<file path="src/rtl/regdst_wb_queue_if.sv">
// Write-back queue bus: producer push side, register-file drain side and forwarding lookup.
// slave = queue view, master = producer/consumer view.
interface regdst_wb_queue_if #(
    parameter int DATA_W = 32,
    parameter int ADDR_W = 5,
    parameter int DEPTH  = 4
);
    logic [2:0]                 RegDst;
    logic [ADDR_W-1:0]          rt_field;
    logic [ADDR_W-1:0]          rd_field;
    logic [ADDR_W-1:0]          alt0_field;
    logic [ADDR_W-1:0]          alt1_field;
    logic [DATA_W-1:0]          wb_data;
    logic                       push;
    logic                       full;
    logic [$clog2(DEPTH):0]     count;
    logic                       wr_en;
    logic [ADDR_W-1:0]          wr_addr;
    logic [DATA_W-1:0]          wr_data;
    logic                       wr_ready;
    logic [ADDR_W-1:0]          fwd_addr;
    logic                       fwd_hit;
    logic [DATA_W-1:0]          fwd_data;
    logic                       sel_err;

    modport slave (
        input  RegDst, rt_field, rd_field, alt0_field, alt1_field,
        input  wb_data, push, wr_ready, fwd_addr,
        output full, count, wr_en, wr_addr, wr_data,
        output fwd_hit, fwd_data, sel_err
    );

    modport master (
        output RegDst, rt_field, rd_field, alt0_field, alt1_field,
        output wb_data, push, wr_ready, fwd_addr,
        input  full, count, wr_en, wr_addr, wr_data,
        input  fwd_hit, fwd_data, sel_err
    );
endinterface

</file>
<file path="src/rtl/regdst_wb_queue.sv">
// Destination-register resolver feeding a DEPTH-entry write-back FIFO with forwarding lookup.
// Ports: clk, reset_n (async, active-low), bus (slave: push side, wr_* drain, fwd_* lookup).
module regdst_wb_queue #(
    parameter int DATA_W = 32,
    parameter int ADDR_W = 5,
    parameter int DEPTH  = 4,
    parameter int SP_IDX = 29,
    parameter int RA_IDX = 31
) (
    input  logic clk,
    input  logic reset_n,
    regdst_wb_queue_if.slave bus
);
    localparam int PW = $clog2(DEPTH);
    localparam int CW = PW + 1;

    logic [ADDR_W-1:0] idx;
    logic              legal;
    logic              accept;
    logic              pop;
    logic [PW-1:0]     head_q;
    logic [PW-1:0]     tail_q;
    logic [CW-1:0]     count_q;
    logic [CW-1:0]     count_nxt;
    logic              full_q;
    logic              sel_err_q;
    logic              fwd_hit;
    logic [DATA_W-1:0] fwd_data;
    logic [PW-1:0]     slot;

    logic [ADDR_W-1:0] addr_q [DEPTH];
    logic [DATA_W-1:0] data_q [DEPTH];

    always_comb begin
        idx   = '0;
        legal = 1'b1;
        case (bus.RegDst)
            3'b000:  idx = bus.rt_field;
            3'b001:  idx = bus.rd_field;
            3'b010:  idx = ADDR_W'(SP_IDX);
            3'b011:  idx = ADDR_W'(RA_IDX);
            3'b100:  idx = bus.alt0_field;
            3'b101:  idx = bus.alt1_field;
            default: legal = 1'b0;
        endcase
    end

    // full is registered, so a pop in a full cycle does not open a slot until the next one
    assign accept    = bus.push && !full_q && legal && (idx != '0);
    assign pop       = (count_q != '0) && bus.wr_ready;
    assign count_nxt = count_q + CW'(accept) - CW'(pop);

    always_ff @(posedge clk or negedge reset_n) begin
        if (!reset_n) begin
            head_q    <= '0;
            tail_q    <= '0;
            count_q   <= '0;
            full_q    <= 1'b0;
            sel_err_q <= 1'b0;
        end else begin
            if (accept) tail_q <= tail_q + 1'b1;
            if (pop)    head_q <= head_q + 1'b1;
            count_q   <= count_nxt;
            full_q    <= (count_nxt == CW'(DEPTH));
            sel_err_q <= bus.push && !legal;
        end
    end

    always_ff @(posedge clk) begin
        if (accept) begin
            addr_q[tail_q] <= idx;
            data_q[tail_q] <= bus.wb_data;
        end
    end

    // Walk oldest to newest so the newest matching entry wins
    always_comb begin
        fwd_hit  = 1'b0;
        fwd_data = '0;
        slot     = '0;
        for (int k = 0; k < DEPTH; k++) begin
            slot = head_q + PW'(k);
            if ((CW'(k) < count_q) && (bus.fwd_addr != '0)
                && (addr_q[slot] == bus.fwd_addr)) begin
                fwd_hit  = 1'b1;
                fwd_data = data_q[slot];
            end
        end
    end

    assign bus.full     = full_q;
    assign bus.count    = count_q;
    assign bus.sel_err  = sel_err_q;
    assign bus.wr_en    = (count_q != '0);
    assign bus.wr_addr  = (count_q != '0) ? addr_q[head_q] : '0;
    assign bus.wr_data  = (count_q != '0) ? data_q[head_q] : '0;
    assign bus.fwd_hit  = fwd_hit;
    assign bus.fwd_data = fwd_data;
endmodule
</file>
<file path="src/flat_wrapper.sv">
// flat-port wrapper written by rule: the top's interface ports become plain ports
module regdst_wb_queue_flat 
#(
    parameter int DATA_W = 32,
    parameter int ADDR_W = 5,
    parameter int DEPTH  = 4,
    parameter int SP_IDX = 29,
    parameter int RA_IDX = 31
)
  (clk, reset_n, bus_RegDst, bus_rt_field, bus_rd_field, bus_alt0_field, bus_alt1_field, bus_wb_data, bus_push, bus_wr_ready, bus_fwd_addr, bus_full, bus_count, bus_wr_en, bus_wr_addr, bus_wr_data, bus_fwd_hit, bus_fwd_data, bus_sel_err);
  regdst_wb_queue_if #(.DATA_W(DATA_W), .ADDR_W(ADDR_W), .DEPTH(DEPTH)) bus_i ();
  input  logic clk;
  input  logic reset_n;
  input wire logic [$bits(bus_i.RegDst)-1:0] bus_RegDst;
  input wire logic [$bits(bus_i.rt_field)-1:0] bus_rt_field;
  input wire logic [$bits(bus_i.rd_field)-1:0] bus_rd_field;
  input wire logic [$bits(bus_i.alt0_field)-1:0] bus_alt0_field;
  input wire logic [$bits(bus_i.alt1_field)-1:0] bus_alt1_field;
  input wire logic [$bits(bus_i.wb_data)-1:0] bus_wb_data;
  input wire logic [$bits(bus_i.push)-1:0] bus_push;
  input wire logic [$bits(bus_i.wr_ready)-1:0] bus_wr_ready;
  input wire logic [$bits(bus_i.fwd_addr)-1:0] bus_fwd_addr;
  output wire logic [$bits(bus_i.full)-1:0] bus_full;
  output wire logic [$bits(bus_i.count)-1:0] bus_count;
  output wire logic [$bits(bus_i.wr_en)-1:0] bus_wr_en;
  output wire logic [$bits(bus_i.wr_addr)-1:0] bus_wr_addr;
  output wire logic [$bits(bus_i.wr_data)-1:0] bus_wr_data;
  output wire logic [$bits(bus_i.fwd_hit)-1:0] bus_fwd_hit;
  output wire logic [$bits(bus_i.fwd_data)-1:0] bus_fwd_data;
  output wire logic [$bits(bus_i.sel_err)-1:0] bus_sel_err;
  assign bus_i.RegDst = bus_RegDst;
  assign bus_i.rt_field = bus_rt_field;
  assign bus_i.rd_field = bus_rd_field;
  assign bus_i.alt0_field = bus_alt0_field;
  assign bus_i.alt1_field = bus_alt1_field;
  assign bus_i.wb_data = bus_wb_data;
  assign bus_i.push = bus_push;
  assign bus_i.wr_ready = bus_wr_ready;
  assign bus_i.fwd_addr = bus_fwd_addr;
  assign bus_full = bus_i.full;
  assign bus_count = bus_i.count;
  assign bus_wr_en = bus_i.wr_en;
  assign bus_wr_addr = bus_i.wr_addr;
  assign bus_wr_data = bus_i.wr_data;
  assign bus_fwd_hit = bus_i.fwd_hit;
  assign bus_fwd_data = bus_i.fwd_data;
  assign bus_sel_err = bus_i.sel_err;
  regdst_wb_queue #(.DATA_W(DATA_W), .ADDR_W(ADDR_W), .DEPTH(DEPTH), .SP_IDX(SP_IDX), .RA_IDX(RA_IDX)) u_core (.clk(clk), .reset_n(reset_n), .bus(bus_i));
endmodule
</file>
<file path="config.mk">
export PLATFORM = sky130hd
export DESIGN_NAME = regdst_wb_queue_flat
export DESIGN_NICKNAME = d
export VERILOG_FILES = /design/src/rtl/regdst_wb_queue_if.sv /design/src/rtl/regdst_wb_queue.sv /design/src/flat_wrapper.sv
export SDC_FILE = /design/constraint.sdc
export NUM_CORES = 1
export LEC_CHECK = 0
export CAP_MARGIN = 20
export CORE_MARGIN = 3
export CORE_UTILIZATION = 57
export DETAILED_ROUTE_END_ITERATION = 16
export DONT_BUFFER_PORTS = 1
export PLACE_DENSITY_LB_ADDON = 0.2
export REMOVE_ABC_BUFFERS = 1
export SETUP_SLACK_MARGIN = 0.2
export SLEW_MARGIN = 20
export SYNTH_ARGS = -nofsm -noshare
export SYNTH_HDL_FRONTEND = slang
export SYNTH_SLANG_ARGS = --single-unit
export TNS_END_PERCENT = 1
</file>
<file path="constraint.sdc">
create_clock -name clk -period 5.35 [get_ports clk]
set_input_delay 0.535 -clock clk [delete_from_list [all_inputs] [get_ports clk]]
set_output_delay 0.535 -clock clk [all_outputs]
set_load 0.01 [all_outputs]
</file>
======== Word-level counts from Yosys, hierarchy flattened ========
Memories as Yosys holds them, arrays and structs flattened.
Cells that the tools add are included.
word-level totals
  input bits .............................. 64
  bits in registers ....................... 9
  output and inout bits ................... 76
  bits in writable memories ............... 148
  memories ................................ 2
  word-level logic and storage cells ...... 61
memory list
  name           words  bits a word  rd ports  clocked after memory_dff  wr ports  RTL line               text
  u_core.data_q  4      32           4         0                         1         regdst_wb_queue.sv:32  logic [DATA_W-1:0] data_q [DEPTH];
  u_core.addr_q  4      5            4         0                         1         regdst_wb_queue.sv:31  logic [ADDR_W-1:0] addr_q [DEPTH];
operators by class
  muxes and demuxes ....................... 14
  reductions and logical operators ........ 20
  eq/ne operators ......................... 10
  $lt $le $gt $ge ......................... 4
  add/sub/neg operators ................... 6
operators by type and width
  operator             number
  $mux 32              5
  $pmux 5 s6           1
  $eq 5x5->1           4
  $logic_and 1x1->1    13
  $reduce_bool 5->1    2
  $eq 3x3->1 const B   3
  $mux 1               7
  $eq 3x2->1 const B   2
  $lt 1x3->1 const A   2
  $lt 2x3->1 const A   2
  $reduce_or 6->1      1
  $mux 5               1
  $add 2x1->2 const B  2
  $add 2x2->2 const B  2
  $add 3x1->3          1
  $eq 3x1->1 const B   1
  $logic_not 3->1      1
  $reduce_bool 3->1    1
  $sub 3x1->3          1
  $logic_not 1->1      2

======== Depth between registers and ports, before layout ========
Gate-level depths: netlist (run 1).
  word-level depth ........................ 8
  depth in mapped cells ................... 10
  depth with buffers taken out ............ 9

======== Least setup slack after synthesis (run 1) ========
Ideal clock, no wire load.
  path type ............................... input to register
  start point ............................. input bus_RegDst[0]
  end point ............................... memory u_core.addr_q[0][0] (enable)
  cell stages on the path ................. 7
  required time ........................... 4.952 ns
  path buffers ............................ 1
  setup time .............................. 0.398 ns
  path slack .............................. 2.004 ns
  arrival time ............................ 2.948 ns
  cells stage by stage .................... buf_4 -> mux2i_1 -> o21ai_0 -> a21boi_0 -> nor3_1 -> a221oi_1 -> and2_1
between the ends
  elaborated cells between the ends (all ways) .. 14
  classes of those cells .................. eq/ne: 5; mux: 4; reduce/logical: 5
RTL lines
  what                                RTL line               text
  start, declared                     flat_wrapper.sv:14     input wire logic [$bits(bus_i.RegDst)-1:0] bus_RegDst;
  $eq 3x3->1 (tied with other cells)  regdst_wb_queue.sv:37  case (bus.RegDst)
  $pmux 5 s6 *                        regdst_wb_queue.sv:37
  net u_core.idx[2]                   regdst_wb_queue.sv:17  logic [ADDR_W-1:0] idx;
  $reduce_bool 5->1 *                 regdst_wb_queue.sv:49  assign accept = bus.push && !full_q && legal && (idx != '0);
  $logic_and 1x1->1 *                 regdst_wb_queue.sv:49
  net u_core.accept                   regdst_wb_queue.sv:19  logic accept;
  $mux 1 *                            regdst_wb_queue.sv:70  if (accept) begin
  $mux 1 (not written as such) *      regdst_wb_queue.sv:71  addr_q[tail_q] <= idx;
  end, declared                       regdst_wb_queue.sv:31
Mark *: on every way through the listed nets, which the timed path passes. The rest lies on a longest branch.

======== Worst setup path after layout (run 1) ========
  start point ............................. register u_core.head_q[1]
  end point ............................... output bus_fwd_hit
between the ends
  word-level cells in the longest chain between the ends .. 7
  elaborated cells between the ends (all ways) .. 16
  classes of those cells .................. add/sub: 3; eq/ne: 4; mux: 4; reduce/logical: 4; memory: 1
ends and longest elaborated chain
  what                                                    RTL line                                      text
  start, declared                                         regdst_wb_queue.sv:21                         logic [PW-1:0] head_q;
  start signal, assigned                                  regdst_wb_queue.sv:62                         if (pop) head_q <= head_q + 1'b1;
  $add 2x1->2 / $mem_v2 4x5 (equally long branches)       n/a
  $mem_v2 4x5 *                                           n/a
  $eq 5x5->1 / $logic_and 1x1->1 (equally long branches)  regdst_wb_queue.sv:84                         && (addr_q[slot] == bus.fwd_addr)) begin
  $logic_and 1x1->1 / $mux 1 (equally long branches)      regdst_wb_queue.sv:84, regdst_wb_queue.sv:83
  $mux 1 (2 in series)                                    regdst_wb_queue.sv:83                         if ((CW'(k) < count_q) && (bus.fwd_addr != '0)
  $mux 1 *                                                regdst_wb_queue.sv:83
  end, declared                                           flat_wrapper.sv:28                            output wire logic [$bits(bus_i.fwd_hit)-1:0] bus_fwd_hit;
Every way passes the cells marked *; elsewhere a longest branch is shown, timed or not.

==> flow_summary.json, run 1 <==
{
  "post_drt_via_cell_ratio": 7.27,
  "power.density_cell_area_nw_per_um2": 608,
  "critical_path_required_ns": 4.82,
  "layout.filler_cells": 1324,
  "comb_power_share_pct": 55.6,
  "finalCriticalPeriod_ns": 4.86,
  "grt_max_degree": 119,
  "hold_violations": 0,
  "clk_pin_slew_ns": 0.06,
  "die_area_um2": 19700,
  "design.final.nets": 947,
  "worst_case_headroom_to_the_max_slew_limit_pct": 25.7,
  "setup-violations-final": 0,
  "floorplan.initialDensity_pct": 59.0,
  "drt_first_pass_iters": 5,
  "detail_route.drc_violations": 0,
  "postSynthCellCount": 945,
  "wire_per_inst_um": 25.6,
  "rows": 48,
  "die_x_um": 141,
  "p_clk_share_pct": 18.9,
  "sequential_share_of_power_pct": 25.5,
  "critical_path_at_ns": 4.32,
  "status": "finished, final reports clean",
  "tritoncts": "done",
  "sw_frac_of_total_pct": 44.6,
  "dieHeight_um": 141,
  "io_pins": 140,
  "routed-via-count": 8080,
  "worst-setup-path-type": "flip-flop to primary output",
  "synth.cell_area_um2": 10300,
  "portion_of_the_clock_cycle_consumed_by_the_worst_path_in_the_final_layout_pct": 90.8,
  "yosysUniqueCellTypes": 46,
  "grt_setup_unrepaired": "false",
  "internal_power_mw": 3.70,
  "synth-seq-area-share_pct": 45.3,
  "clock.fmax_mhz": 206,
  "diodes": 0,
  "first_global_vias": 8188,
  "critical_path.reg2reg.startpoint": "u_core.bus.count[2]$_DFF_PN0_",
  "leakage_nw": 3.73,
  "cts_post_setup_buffers_inserted": 0,
  "final_max_slew_viol_count": 0,
  "final_antenna_net_count": 0,
  "grt_antenna_before_repair": 0,
  "hold_start": "bus_wb_data[16]",
  "detail_route.wirelength_um": 28500,
  "min-delay-path-class": "input pin to flip-flop",
  "number_of_buffers_created_by_cts": 17,
  "worst-slew-pin-transition_ns": 1.11,
  "dpl_worst_slack_ns": 0.595,
  "dominantRegCellSynth": "sky130_fd_sc_hd__edfxtp_1",
  "worstSetupEndpointType": "primary output",
  "cts.htree.levels": 4,
  "ys_ff_latch": 157,
  "postSynth.asyncResetShare_pct": 5.73,
  "largest_voltage_drop_on_the_vdd_net_uv": 340,
  "post_route_cells_drive_above_1_share_pct": 19.2,
  "ys_warn_count": 0,
  "placement.io_buffers": 0,
  "post-route-worst-setup-slack_ns": 0.492,
  "numClockSinks": 157,
  "gp_routability_congestion": 0.849,
  "fp.coreArea_um2": 17500,
  "dpl.hpwl_um": 16500,
  "grt.total_usage_pct": 28.2,
  "grt-ovfl-total": 0,
  "mean_syn_cell_area_um2": 10.9,
  "grt_pass1_wl_um": 44000,
  "clk-insertion-delay-late_ns": 0.42,
  "cp_max_fo": 44,
  "syn2layout_area_growth_pct": 6.27,
  "clockRootBuffer": "sky130_fd_sc_hd__clkbuf_16",
  "layout_common_cells": "sky130_fd_sc_hd__edfxtp_1 (148), sky130_fd_sc_hd__mux2_2 (98), sky130_fd_sc_hd__a31oi_1 (95)",
  "startpoint_type": "flip-flop",
  "synth_edf_count": 148,
  "final.setup_skew_ns": 0.00721,
  "deepest_clock_path_buffer_count": 2,
  "first_iter_violations": 833,
  "crit_path_start": "u_core.head_q[1]$_DFFE_PN0P_",
  "max_cap_check_violation_count": 0,
  "power_switching_mw": 2.97,
  "worst_hold_slack_ns": 0.202,
  "mostFrequentLayoutCell": "sky130_fd_sc_hd__edfxtp_1"
}
[path summary, 6_finish.rpt]
check | end | cells after the start | slack (ns)
worst max-delay path | bus_fwd_hit | 8 | 0.49
worst min-delay path | u_core.data_q[0][16]$_DFFE_PP_ | 0 | 0.20
worst max register to register | u_core.bus.full$_DFF_PN0_ | 9 | 2.00
worst min register to register | u_core.tail_q[1]$_DFFE_PN0P_ | 1 | 0.58
max in group asynchronous | u_core.head_q[1]$_DFFE_PN0P_ | 1 | 4.53
min in group asynchronous | u_core.bus.sel_err$_DFF_PN0_ | 1 | 0.48
[through the flow]
step | instances | setup TNS [ns] | utilization, % | cell area, µm² | total power, mW
final | 1112 | 0 | 62.7 | 11000 | 6.67
after floorplan | 839 | -147.48 | - | 9850 | 4.69
after detailed placement | 1079 | 0 | 59.1 | 10300 | 5.35
after CTS | 1112 | 0 | 62.7 | 11000 | 6.63
after global placement | 1079 | 0 | 59.1 | 10300 | 5.25
after global routing | 1112 | 0 | 62.7 | 11000 | 7.02
[synth_stat cells (10+ instances only)]
master / instances / share of area [%]
sky130_fd_sc_hd__buf_1: 12 / 0.44
sky130_fd_sc_hd__nand3_1: 38 / 1.8
sky130_fd_sc_hd__inv_1: 10 / 0.36
sky130_fd_sc_hd__mux2_2: 98 / 11
sky130_fd_sc_hd__a21oi_1: 66 / 3.2
sky130_fd_sc_hd__a31oi_1: 95 / 5.8
sky130_fd_sc_hd__buf_2: 22 / 1.1
sky130_fd_sc_hd__o31ai_1: 31 / 2.3
sky130_fd_sc_hd__mux2i_1: 47 / 4.6
sky130_fd_sc_hd__xnor2_1: 15 / 1.3
sky130_fd_sc_hd__o22ai_1: 32 / 1.9
sky130_fd_sc_hd__nor3_1: 35 / 1.7
sky130_fd_sc_hd__and2_1: 45 / 2.7
sky130_fd_sc_hd__nor2_1: 69 / 2.5
sky130_fd_sc_hd__clkbuf_1: 66 / 2.4
sky130_fd_sc_hd__a41o_1: 32 / 3.1
sky130_fd_sc_hd__edfxtp_1: 148 / 43
[power by group through the flow]
stage,registers (mW),logic (mW),clock network (mW)
2_1_floorplan,1.98,2.71,0
3_3_place_gp,1.71,3.54,0
3_5_place_dp,1.72,3.63,0
4_1_cts,1.70,3.66,1.27
5_1_grt,1.72,3.98,1.32
6_report,1.70,3.71,1.26
[per-layer routing]
metal / part of all wire, % / GRT usage [%]
met3: 11 / 7.82
met2: 49 / 46.5
met1: 38 / 35.2
met4: 2.4 / 11.9
met5: 0 / 0
[logic make-up after synthesis]
logic type	count (synthesis)	share of synthesized area, %
flip-flops	157	45.3
multiplexers	161	19.1
buffers and inverters	116	4.92
AND/OR/NAND/NOR	204	9.76
AO/OA/AOI/OAI	274	17.7
adder cells (fa/ha/maj)	9	1.16
XOR/XNOR	24	2.11
[what timing repair did]
item	in CTS	in global routing
hold endpoints to repair	9	0
endpoints found under the setup margin	3	0
hold buffers	1	0
gates resized for setup	1	0
[registers in the layout, summed over array words and instances, names as in the netlist]
signal              flops
u_core.addr_q          20
u_core.bus.count        3
u_core.bus.full         1
u_core.bus.sel_err      1
u_core.data_q         128
u_core.head_q           2
u_core.tail_q           2
[area by class of cell]
class	count	area (µm²)	share of cell area (%)
multi-input combinational	672	5230	47.7
sequential	157	4680	42.7
clock buffer	19	443	4.04
tap	225	282	2.57
clock inverter	13	171	1.56
timing repair buffer	16	126	1.15
inverter	10	37.5	0.342
[worst max-delay path, cell delays in order (launching register included)]
cell	delay, ns
sky130_fd_sc_hd__dfrtp_4	0.42
sky130_fd_sc_hd__buf_4	0.49
sky130_fd_sc_hd__mux4_1	0.66
sky130_fd_sc_hd__xnor2_1	0.17
sky130_fd_sc_hd__nand3_2	0.08
sky130_fd_sc_hd__buf_4	0.37
sky130_fd_sc_hd__a211o_4	0.50
sky130_fd_sc_hd__nand2b_2	0.58
sky130_fd_sc_hd__or3b_1	0.60
Note: power is estimated with default switching activity, not from simulation.
==> run 2: changes to the inputs <==
--- a/config.mk
+++ b/config.mk
@@ -7,9 +7,9 @@
 export LEC_CHECK = 0
 export CAP_MARGIN = 20
 export CORE_MARGIN = 3
-export CORE_UTILIZATION = 57
+export CORE_UTILIZATION = 25
 export DETAILED_ROUTE_END_ITERATION = 16
-export DONT_BUFFER_PORTS = 1
+export GPL_TIMING_DRIVEN = 1
 export PLACE_DENSITY_LB_ADDON = 0.2
 export REMOVE_ABC_BUFFERS = 1
 export SETUP_SLACK_MARGIN = 0.2
==> flow_summary.json, run 2 (synthesis gave the netlist of run 1 again) <==
{
  "dieHeight_um": 209,
  "die_x_um": 209,
  "dpl_worst_slack_ns": 0.849,
  "final_max_slew_viol_count": 0,
  "wire_per_inst_um": 22.0,
  "power_switching_mw": 3.28,
  "internal_power_mw": 4.28,
  "layout_common_cells": "sky130_fd_sc_hd__edfxtp_1 (148), sky130_fd_sc_hd__clkdlybuf4s50_1 (139), sky130_fd_sc_hd__mux2_2 (98)",
  "timing.critical_path.max_delay_family": "buffers and inverters",
  "worst-setup-path-type": "flip-flop to primary output",
  "worst_hold_slack_ns": 0.415,
  "routed-via-count": 8337,
  "cts.htree.levels": 4,
  "largest_register_ff_count": 128,
  "first_global_vias": 8404,
  "detail_route.drc_violations": 0,
  "largest_voltage_drop_on_the_vdd_net_uv": 337,
  "setup-violations-final": 0,
  "syn2layout_area_growth_pct": 23.9,
  "power.total_mw": 7.56,
  "grt.total_usage_pct": 15.4,
  "cts_hold_repair.buffers": 0,
  "layout.filler_cells": 4049,
  "clock.fmax_mhz": 210,
  "diodes": 0,
  "fp.coreArea_um2": 40300,
  "critical_path_required_ns": 4.82,
  "placement.io_buffers": 139,
  "status": "finished, final reports clean",
  "worst_r2r_endpoint": "u_core.bus.full$_DFF_PN0_",
  "critical_path.slowest_cell": "sky130_fd_sc_hd__and3_2",
  "finalCriticalPeriod_ns": 4.77,
  "floorplan.initialDensity_pct": 25.6,
  "post-route-worst-setup-slack_ns": 0.584,
  "final.setup_skew_ns": 0.0118,
  "post_drt_via_cell_ratio": 5.35,
  "numClockSinks": 157,
  "grt_pass1_wl_um": 51800,
  "rows": 73,
  "startpoint_type": "flip-flop",
  "mostFrequentLayoutCell": "sky130_fd_sc_hd__edfxtp_1",
  "design.final.nets": 1093,
  "dpl.hpwl_um": 20300,
  "cts_post_setup_buffers_inserted": 0,
  "max_stage_delay_ns": 0.78,
  "ff2ff_path_depth": 10,
  "number_of_buffers_created_by_cts": 17,
  "clk_pin_slew_ns": 0.07,
  "regMostFlops": "u_core.data_q",
  "hold_violations": 0,
  "sequential_share_of_power_pct": 22.7,
  "deepest_clock_path_buffer_count": 2,
  "tritoncts": "done",
  "reg2reg_setup_slack_ns": 2.59,
  "grt-ovfl-total": 0,
  "io_pins": 140,
  "die_area_um2": 43700,
  "postPlaceCellArea_um2": 12200,
  "critical_path.reg2reg.startpoint": "u_core.bus.count[2]$_DFF_PN0_",
  "critical_path_at_ns": 4.23,
  "global_route.usage.met1_pct": 20.6,
  "grt_use_met3_pct": 3.47,
  "worstSetupEndpointType": "primary output",
  "critical_path.n_buffers_inverters": 2,
  "fin_setup_tns_ns": 0,
  "gp_routability_congestion": 0.769,
  "cts_resized": 0,
  "post_route_cells_drive_above_1_share_pct": 17.7,
  "max_cap_check_violation_count": 0,
  "worst-slew-pin-transition_ns": 0.988,
  "grt_setup_unrepaired": "false",
  "grt_max_degree": 130,
  "layout.cell_area.non_filler_um2": 12800,
  "sw_frac_of_total_pct": 43.4,
  "cp_max_fo": 57,
  "use_met2_pct": 25.0,
  "worst_case_headroom_to_the_max_slew_limit_pct": 34.1,
  "p_clk_share_pct": 15.6,
  "busiest_layer": "met2",
  "comb_power_share_pct": 61.7,
  "min-delay-path-class": "input pin to asynchronous set/reset pin",
  "drt_first_pass_iters": 5,
  "clockRootBuffer": "sky130_fd_sc_hd__clkbuf_16",
  "crit_path_cell_trace": "buf_4, mux4_1, xnor2_1, and3_2, a41o_1, a31oi_1, o22ai_1, clkdlybuf4s50_1",
  "leakage_nw": 4.29,
  "grt_antenna_before_repair": 2,
  "detail_route.wirelength_um": 34200,
  "final_antenna_net_count": 0,
  "power.density_cell_area_nw_per_um2": 592,
  "portion_of_the_clock_cycle_consumed_by_the_worst_path_in_the_final_layout_pct": 89.1,
  "first_iter_violations": 671,
  "clk-insertion-delay-late_ns": 0.43
}
-- run 2: worst max-delay path by stage --
stage,from,endpoint,slack (ns),cells past startpoint
floorplan,u_core.head_q[0]$_DFFE_PN0P_,bus_fwd_data[30],-4.42,6
global placement,bus_fwd_addr[2],bus_fwd_data[14],0.89,8
detailed placement,bus_fwd_addr[2],bus_fwd_data[9],0.85,8
CTS,u_core.head_q[0]$_DFFE_PN0P_,bus_fwd_data[30],0.56,8
global route,u_core.head_q[0]$_DFFE_PN0P_,bus_fwd_data[30],0.31,8
finish,u_core.head_q[0]$_DFFE_PN0P_,bus_fwd_data[9],0.58,8
-- run 2: area by class of cell --
| type | instances | area [µm²] | area share (%) |
|---|---|---|---|
| timing repair buffer | 162 | 1630 | 12.7 |
| tap | 525 | 657 | 5.14 |
| multi-input combinational | 672 | 5220 | 40.8 |
| clock inverter | 15 | 139 | 1.09 |
| inverter | 10 | 37.5 | 0.294 |
| clock buffer | 17 | 425 | 3.33 |
| sequential | 157 | 4680 | 36.6 |
-- run 2: power by group through the flow --
| stage | Sequential, mW | Clock, mW | Combinational (mW) |
|---|---|---|---|
| final | 1.72 | 1.18 | 4.67 |
| after global routing | 1.74 | 1.27 | 5.05 |
| after CTS | 1.72 | 1.22 | 4.70 |
| after detailed placement | 1.74 | 0 | 4.67 |
| after global placement | 1.74 | 0 | 4.69 |
| after floorplan | 1.98 | 0 | 2.71 |
-- run 2: metal layers --
metal | vias up | part of all wire (%)
li1 | 3865 | -
met4 | 4 | 1.9
met5 | - | 0.082
met1 | 4052 | 45
met2 | 366 | 46
met3 | 50 | 7.0
-- run 2: per-stage QoR --
stage          cells  util (%)
2_1_floorplan    839         -
3_3_place_gp    1526      30.3
3_5_place_dp    1526      30.3
4_1_cts         1558      31.7
5_1_grt         1558      31.7
6_report        1558      31.7
==> run 3: changes to the inputs <==
--- a/config.mk
+++ b/config.mk
@@ -5,7 +5,6 @@
 export SDC_FILE = /design/constraint.sdc
 export NUM_CORES = 1
 export LEC_CHECK = 0
-export CAP_MARGIN = 20
 export CORE_MARGIN = 3
 export CORE_UTILIZATION = 25
 export DETAILED_ROUTE_END_ITERATION = 16
==> results of run 3 <==
The final DEF is identical to that of run 2; final timing and power are the same.
